===== config.mk =====
export PLATFORM = sky130hd
export DESIGN_NAME = pow2_unit_flat
export DESIGN_NICKNAME = d
export VERILOG_FILES = /design/src/rtl/nlf_pkg.sv /design/src/rtl/pow2_unit_if.sv /design/src/rtl/pow2_unit_shifter.sv /design/src/rtl/pow2_unit.sv /design/src/flat_wrapper.sv
export SDC_FILE = /design/constraint.sdc
export NUM_CORES = 1
export LEC_CHECK = 0
export ABC_AREA = 1
export CAP_MARGIN = 20
export CELL_PAD_IN_SITES_DETAIL_PLACEMENT = 0
export CELL_PAD_IN_SITES_GLOBAL_PLACEMENT = 1
export CORE_ASPECT_RATIO = 0.7
export CORE_MARGIN = 8
export CORE_UTILIZATION = 36
export CTS_CLUSTER_DIAMETER = 100
export DETAILED_ROUTE_END_ITERATION = 16
export GPL_ROUTABILITY_DRIVEN = 0
export GPL_TIMING_DRIVEN = 0
export PLACE_DENSITY = 0.79
export SLEW_MARGIN = 5
export SYNTH_ARGS = -nofsm -noshare
export SYNTH_HDL_FRONTEND = slang
export SYNTH_HIERARCHICAL = 1
export SYNTH_SLANG_ARGS = --single-unit

===== constraint.sdc =====
create_clock -name clk -period 1.7 [get_ports clk]
set_clock_uncertainty 0.15 [all_clocks]
set_input_delay 0.51 -clock clk [delete_from_list [all_inputs] [get_ports clk]]
set_output_delay 0.51 -clock clk [all_outputs]
set_load 0.005 [all_outputs]

===== src/rtl/nlf_pkg.sv =====
// Shared constants for the nonlinear-function datapath (constant_mul, pow2_unit).
package nlf_pkg;
  localparam int FPW_DEF        = 16;
  localparam int BF_DEF         = 8;
  localparam int POW2_I_MAX     = FPW_DEF - 1 - BF_DEF;
  localparam int POW2_SHIFT_MAX = BF_DEF + 1;
  localparam logic [FPW_DEF-1:0] SAT_POS = {1'b0, {(FPW_DEF-1){1'b1}}};

  // Shift-amount width: covers both the left range (< I_MAX) and the right clamp (Bf+1).
  function automatic int pow2_sh_w(input int w);
    return $clog2(w) + 1;
  endfunction
endpackage


===== src/rtl/pow2_unit_if.sv =====
// Valid/ready sample stream into and out of pow2_unit.
interface pow2_unit_if #(
  parameter int FIX_POINT_WIDTH = 16,
  parameter int TAG_W           = 3
);
  logic                              in_valid;
  logic                              in_ready;
  logic signed [FIX_POINT_WIDTH-1:0] in_data;
  logic [TAG_W-1:0]                  in_tag;
  logic                              out_valid;
  logic                              out_ready;
  logic signed [FIX_POINT_WIDTH-1:0] out_data;
  logic [TAG_W-1:0]                  out_tag;
  logic                              out_sat;

  modport slave  (input  in_valid, in_data, in_tag, out_ready,
                  output in_ready, out_valid, out_data, out_tag, out_sat);
  modport master (output in_valid, in_data, in_tag, out_ready,
                  input  in_ready, out_valid, out_data, out_tag, out_sat);
endinterface


===== src/rtl/pow2_unit_shifter.sv =====
// Barrel shift of the Mitchell mantissa, with overflow clamped to the max positive value.
module pow2_shifter
  import nlf_pkg::*;
#(
  parameter int W    = FPW_DEF,
  parameter int Bf   = BF_DEF,
  parameter int SH_W = pow2_sh_w(FPW_DEF)
) (
  input  logic [Bf:0]     m,
  input  logic [SH_W-1:0] sh,
  input  logic            left,
  input  logic            ovf,
  output logic [W-1:0]    res,
  output logic            sat
);
  localparam logic [W-1:0] SAT = {1'b0, {(W-1){1'b1}}};

  logic [W-1:0] ext;
  assign ext = W'(m);

  always_comb begin
    res = '0;
    sat = ovf;
    if (ovf)       res = SAT;
    else if (left) res = ext << sh;
    else           res = ext >> sh;
  end
endmodule


===== src/rtl/pow2_unit.sv =====
// 2^x for signed Q.Bf input: 3-stage pipeline, linear mantissa, single global stall.
module pow2_unit
  import nlf_pkg::*;
#(
  parameter int FIX_POINT_WIDTH = FPW_DEF,
  parameter int Bf              = BF_DEF,
  parameter int TAG_W           = 3
) (
  input  logic       clk,
  input  logic       rst_n,
  pow2_unit_if.slave bus
);
  localparam int I_W    = FIX_POINT_WIDTH - Bf;
  localparam int I_MAX  = FIX_POINT_WIDTH - 1 - Bf;
  localparam int SH_MAX = Bf + 1;
  localparam int SH_W   = pow2_sh_w(FIX_POINT_WIDTH);
  localparam logic signed [I_W-1:0] I_MAX_S  = I_W'(I_MAX);
  localparam logic signed [I_W:0]   SH_MAX_S = (I_W+1)'(SH_MAX);
  localparam logic [SH_W-1:0]       SH_CLAMP = SH_W'(SH_MAX);

  logic [3:1] vld_pipe;
  logic       en;

  logic signed [I_W-1:0] s1_i;
  logic [Bf-1:0]         s1_f;
  logic [TAG_W-1:0]      s1_tag;

  logic [Bf:0]           s2_m;
  logic [SH_W-1:0]       s2_sh;
  logic                  s2_left, s2_ovf;
  logic [TAG_W-1:0]      s2_tag;

  logic [FIX_POINT_WIDTH-1:0] s3_data;
  logic                       s3_sat;
  logic [TAG_W-1:0]           s3_tag;

  logic signed [I_W:0]   i_ext, neg_i;
  logic [SH_W-1:0]       nx_sh;
  logic                  nx_left, nx_ovf;
  logic [FIX_POINT_WIDTH-1:0] sh_res;
  logic                  sh_sat;

  // Stall only when the output register holds an untaken result.
  assign en           = bus.out_ready || !vld_pipe[3];
  assign bus.in_ready = en;

  // Widen before negating so the most negative integer part still negates cleanly.
  assign i_ext = {s1_i[I_W-1], s1_i};
  assign neg_i = -i_ext;

  always_comb begin
    nx_left = ~s1_i[I_W-1];
    nx_ovf  = (s1_i >= I_MAX_S);
    nx_sh   = '0;
    if (nx_ovf)              nx_sh = '0;
    else if (nx_left)        nx_sh = SH_W'(s1_i);
    else if (neg_i >= SH_MAX_S) nx_sh = SH_CLAMP;
    else                     nx_sh = SH_W'(neg_i);
  end

  pow2_shifter #(.W(FIX_POINT_WIDTH), .Bf(Bf), .SH_W(SH_W)) u_shifter (
    .m(s2_m), .sh(s2_sh), .left(s2_left), .ovf(s2_ovf), .res(sh_res), .sat(sh_sat)
  );

  always_ff @(posedge clk or negedge rst_n) begin
    if (!rst_n) begin
      vld_pipe <= '0;
      s1_i     <= '0;
      s1_f     <= '0;
      s1_tag   <= '0;
      s2_m     <= '0;
      s2_sh    <= '0;
      s2_left  <= 1'b0;
      s2_ovf   <= 1'b0;
      s2_tag   <= '0;
      s3_data  <= '0;
      s3_sat   <= 1'b0;
      s3_tag   <= '0;
    end else if (en) begin
      vld_pipe <= {vld_pipe[2:1], bus.in_valid};
      s1_i     <= bus.in_data[FIX_POINT_WIDTH-1:Bf];
      s1_f     <= bus.in_data[Bf-1:0];
      s1_tag   <= bus.in_tag;
      s2_m     <= {1'b1, s1_f};
      s2_sh    <= nx_sh;
      s2_left  <= nx_left;
      s2_ovf   <= nx_ovf;
      s2_tag   <= s1_tag;
      s3_data  <= sh_res;
      s3_sat   <= sh_sat;
      s3_tag   <= s2_tag;
    end
  end

  assign bus.out_valid = vld_pipe[3];
  assign bus.out_data  = s3_data;
  assign bus.out_sat   = s3_sat;
  assign bus.out_tag   = s3_tag;
endmodule


===== src/flat_wrapper.sv =====
// flat-port wrapper written by rule: the top's interface ports become plain ports
module pow2_unit_flat import nlf_pkg::*;
#(
  parameter int FIX_POINT_WIDTH = FPW_DEF,
  parameter int Bf              = BF_DEF,
  parameter int TAG_W           = 3
)
  (clk, rst_n, bus_in_valid, bus_in_data, bus_in_tag, bus_out_ready, bus_in_ready, bus_out_valid, bus_out_data, bus_out_tag, bus_out_sat);
  pow2_unit_if #(.FIX_POINT_WIDTH(FIX_POINT_WIDTH), .TAG_W(TAG_W)) bus_i ();
  input  logic clk;
  input  logic rst_n;
  input wire logic [$bits(bus_i.in_valid)-1:0] bus_in_valid;
  input wire logic [$bits(bus_i.in_data)-1:0] bus_in_data;
  input wire logic [$bits(bus_i.in_tag)-1:0] bus_in_tag;
  input wire logic [$bits(bus_i.out_ready)-1:0] bus_out_ready;
  output wire logic [$bits(bus_i.in_ready)-1:0] bus_in_ready;
  output wire logic [$bits(bus_i.out_valid)-1:0] bus_out_valid;
  output wire logic [$bits(bus_i.out_data)-1:0] bus_out_data;
  output wire logic [$bits(bus_i.out_tag)-1:0] bus_out_tag;
  output wire logic [$bits(bus_i.out_sat)-1:0] bus_out_sat;
  assign bus_i.in_valid = bus_in_valid;
  assign bus_i.in_data = bus_in_data;
  assign bus_i.in_tag = bus_in_tag;
  assign bus_i.out_ready = bus_out_ready;
  assign bus_in_ready = bus_i.in_ready;
  assign bus_out_valid = bus_i.out_valid;
  assign bus_out_data = bus_i.out_data;
  assign bus_out_tag = bus_i.out_tag;
  assign bus_out_sat = bus_i.out_sat;
  pow2_unit #(.FIX_POINT_WIDTH(FIX_POINT_WIDTH), .Bf(Bf), .TAG_W(TAG_W)) u_core (.clk(clk), .rst_n(rst_n), .bus(bus_i));
endmodule

; ---- Word-level counts from Yosys, hierarchy flattened
; Cells that the tools add are included.
[totals]
output_inout_bits = 22
word_cells = 25
inputBits = 23
regBits = 61
[classes]
shift = 2
order_cmp = 2
n_reduce_logical = 2
n_bitwise = 1
addsub = 1
muxes = 5
[op_table]
columns = op, n
row1 = 16-bit two-way mux, 2
row2 = 9-bit by 5-bit left shift with 16-bit output, 1
row3 = 9-bit by 5-bit >> shifter with 16-bit output, 1
row4 = 5-bit two-way mux, 3
row5 = 9-bit by 5-bit >= comparator with 1-bit output (second input constant), 1
row6 = 8-bit negation with 9-bit output, 1
row7 = 8-bit by 4-bit >= comparator with 1-bit output (second input constant), 1
row8 = 1-bit logical NOT, 1
row9 = 1-bit logical OR, 1
row10 = 1-bit inverter, 1

; ---- Depth between registers and ports, before layout
[logic_depth]
ltp_word = 5
mapped_depth = 13
depth_no_buf = 13

; ---- Hierarchy
; Netlist, hierarchy kept.
[modules_own_cells]
columns = mod, cells_per_inst, area_per_inst_um2, seq_area_each_um2, instances
row1 = pow2_unit, 297, 2516.2, 1526.5, 1
row2 = pow2_shifter, 194, 934.6, 0.0, 1

; ---- Worst setup path after synthesis
; OpenSTA, ideal clock, no wires.
[synth_timing]
path_type = in2out
start = in bus_out_ready
end = out bus_in_ready
path_stages = 4
arrival_time_ns = 1.106
slack_ns = -0.066
n_path_buf = 2
required_time_ns = 1.040
path_cell_list = nor2_2 > inv_2 > buf_2 > buf_1
[synth_via]
elab_chain_cells = 1
[synth_lines]
columns = element, line_no
row1 = "start, declared", flat_wrapper.sv:15  ; input wire logic [$bits(bus_i.out_ready)-1:0] bus_out_ready;
row2 = 1-bit logical OR, pow2_unit.sv:44  ; assign en = bus.out_ready || !vld_pipe[3];
row3 = "end, declared", flat_wrapper.sv:16  ; output wire logic [$bits(bus_i.in_ready)-1:0] bus_in_ready;
; Every way passes these cells.

; ---- Worst setup path in the final report
[layout_timing]
start = reg u_core/vld_pipe[3] in the netlist's numbering
end = out bus_in_ready
[layout_via]
elab_chain_cells = 2
[layout_lines]
columns = element, line_no
row1 = "start, declared", pow2_unit.sv:21  ; logic [3:1] vld_pipe;
row2 = "start signal, assigned", pow2_unit.sv:80  ; vld_pipe <= {vld_pipe[2:1], bus.in_valid};
row3 = 1-bit logical NOT, pow2_unit.sv:44
row4 = 1-bit logical OR, pow2_unit.sv:44
; Every way passes these cells.

==> impl_metrics.tcl <==
set metrics [dict create \
    cpMaxStageDelayCell "dfrtp_1" \
    n_fill_cell 946 \
    worstMarginPinSlew_ps 787.6 \
    worst_ep_arrival_time_ps 1110 \
    setup_violations 2 \
    period_needed_ps 1766 \
    ys_ff_latch 61 \
    critPathMaxFanout 3 \
    worstSkewPairLatency_ps 330 \
    max_freq_mhz 566.4 \
    layout_commonest_cell "nand2_1" \
    reg2reg_depth 13 \
    synth_area_um2 3451 \
    synth_nets 516 \
    totalPowerFinal_mw 8.153 \
    r2r_start "u_core/s1_i[0]$_DFFE_PN0P_" \
    max_stage_delay_ps 350 \
    antenna_found_initial 0 \
    power.density_nw_per_um2 1789 \
    drive_gt1_frac 0.1779 \
    async_flop_share 1.000 \
    clock-sinks 61 \
    hp-class "in -> async" \
    avgSynthCellArea_um2 7.028 \
    ys_seq_area_frac 0.4423 \
    grt_util_all_layers 0.1554 \
    drtIter0Drc 265 \
    wl_per_cell_um 13.98 \
    post-dp-hpwl_um 6946 \
    via_per_inst 4.943 \
    fin_crit_sh 1.039 \
    cp-start-kind "flop" \
    critical_path_buf_inv_count 4 \
    overflow 0 \
    antenna_cells 0 \
    wl_um 9646 \
    path_class "reg -> out" \
    grt_pass1_wl_um 16440 \
    cp_top_family "flip-flops" \
    synth_ff_type "dfrtp_1" \
    layout_common_cells "nand2_1 (240), dfrtp_1 (61), nand3_1 (40), dlygate4sd2_1 (21), clkdlybuf4s50_1 (20)" \
    fin_tns_setup_ps -105.3 \
    die_h_um 97.92 \
    firstDrtPassIters 5 \
    floorplan.die_area_um2 13020 \
    cts_buffers 9 \
    cts_max_level 3 \
    grt_start_max_net_pins 62 \
    die_x_um 133.0 \
    relSlewSlack 0.4750 \
    rsz0062_at_grt "yes" \
    ios 45 \
    busiest_layer "met2" \
    hold-worst-slack_ps 84.37 \
    yosysWarnings 6 \
    use_met1 0.2133 \
    first_global_vias 3356 \
    rr_endpoint "u_core/s2_sh[0]$_DFFE_PN0P_" \
    synth_edf_count 0 \
    fin_util 0.4798 \
    ir_drop_mv 0.6924 \
    rows 30 \
    status "complete, but fails checks" \
    dpl-instance-area_um2 4054 \
    violations "negative setup slack" \
    cpMostUsedCell "buf_6" \
    core_um2 9497 \
    area_delta_synth_final_pct 32.05 \
    hold_violations 0 \
    clockBufferDepth 2 \
    vias 3411 \
    cts_root_buf "clkbuf_16" \
    finalWorstSetupSlack_ps -65.66 \
    power.leakage_nw 2.331 \
    end_kind "primary output" \
    crit_chain "inv_2 > nor2_4 > inv_4 > buf_6 > buf_6" \
    r2r_slack_ps -40 \
    met3_usage 0.04308 \
    cap_violations 0 \
    path_clk_slew_ps 60 \
    initial_core_util 0.3634 \
    ant_nets 0 \
    synthCells 491 \
    synth_cell_types 24 \
    postLayoutCellArea_um2 4557 \
    drc 0 \
    fin_nets 582 \
    io_buffers 44 \
    met2_usage 0.2288 \
    required_ps 1040 \
    tritoncts "done" \
    hold_buffers 0 \
    maxSlewViolCount 0 \
]
-- area by class of cell --
class / instances / area [um^2] / area share
well taps: 128 / 160.2 / 0.03515
inverters: 26 / 107.6 / 0.02361
flip-flops and latches: 61 / 1526 / 0.3350
multi-input cells: 381 / 1773 / 0.3891
clock buffers: 9 / 225.2 / 0.04942
repair buffers: 56 / 505.5 / 0.1109
clock inverters: 7 / 97.59 / 0.02142
plain buffers: 22 / 161.4 / 0.03542
-- cells in the mapped netlist, types with 2 or more instances --
cell	instances	area, um^2
nand2_1	246	923.4
inv_1	19	71.32
buf_2	6	30.03
nor2_4	3	33.78
o21ai_0	19	95.09
buf_4	3	22.52
nor2_1	16	60.06
dfrtp_1	61	1526
or2_2	2	12.51
nand3_1	46	230.2
nor2_2	8	50.05
nand4_1	5	31.28
ha_1	2	25.02
inv_2	6	22.52
clkbuf_1	7	26.28
a21oi_1	5	25.02
nand3_2	4	40.04
buf_6	6	67.56
nand2_2	9	56.30
o21ai_1	11	55.05
o211ai_1	4	30.03
-- metal layers --
metal | share of wire | vias to the layer above
met2 | 0.42 | 121
met5 | 0 | -
met4 | 0.017 | 0
met3 | 0.091 | 14
li1 | - | 1681
met1 | 0.47 | 1595
-- repair_timing --
item	in CTS	in global routing
pin swaps	13	8
endpoints found under the setup margin	50	18
buffers inserted	9	3
resized for setup	40	28
-- worst max path at each step --
stage	startpoint	to	slack [ps]	depth (start not counted)
3_3_place_gp	rst_n	u_core/bus.out_data[9]$_DFFE_PN0P_	-2010	1
6_report	u_core/vld_pipe[3]$_DFFE_PN0P_	bus_in_ready	-70	5
3_5_place_dp	bus_out_ready	bus_in_ready	-1310	6
5_1_grt	u_core/s1_i[1]$_DFFE_PN0P_	u_core/s2_sh[0]$_DFFE_PN0P_	-140	12
2_1_floorplan	bus_out_ready	bus_in_ready	4	4
4_1_cts	u_core/vld_pipe[3]$_DFFE_PN0P_	bus_in_ready	-100	5
-- sequential cells by signal (all words and copies together) (netlist names), 3 cells and up --
| name | cells |
|---|---|
| u_core/s2_tag | 3 |
| u_core/s1_tag | 3 |
| u_core/s2_m | 9 |
| u_core/bus.out_data | 16 |
| u_core/bus.out_tag | 3 |
| u_core/vld_pipe | 3 |
| u_core/s1_f | 8 |
| u_core/s2_sh | 5 |
| u_core/s1_i | 8 |
-- through the flow --
step / setup WS [ps] / std cells
2_1_floorplan: 4.229 / 491
3_3_place_gp: -2009 / 663
3_5_place_dp: -1312 / 663
4_1_cts: -103.6 / 687
5_1_grt: -143.8 / 690
6_report: -65.66 / 690
-- cell families after synthesis --
| family | synth area share |
|---|---|
| compound gates | 0.06128 |
| fa+ha+maj | 0.007250 |
| buf+inv | 0.07252 |
| flops | 0.4423 |
| simple gates | 0.4166 |
-- where the power goes --
part | internal (mW) | switching, mW | total, mW
logic | 1.47 | 2.38 | 3.85
registers | 1.97 | 0.357 | 2.32
clock network | 1.29 | 0.689 | 1.98
total | 4.73 | 3.43 | 8.15
No activity file was read; power rests on OpenSTA's default activity.
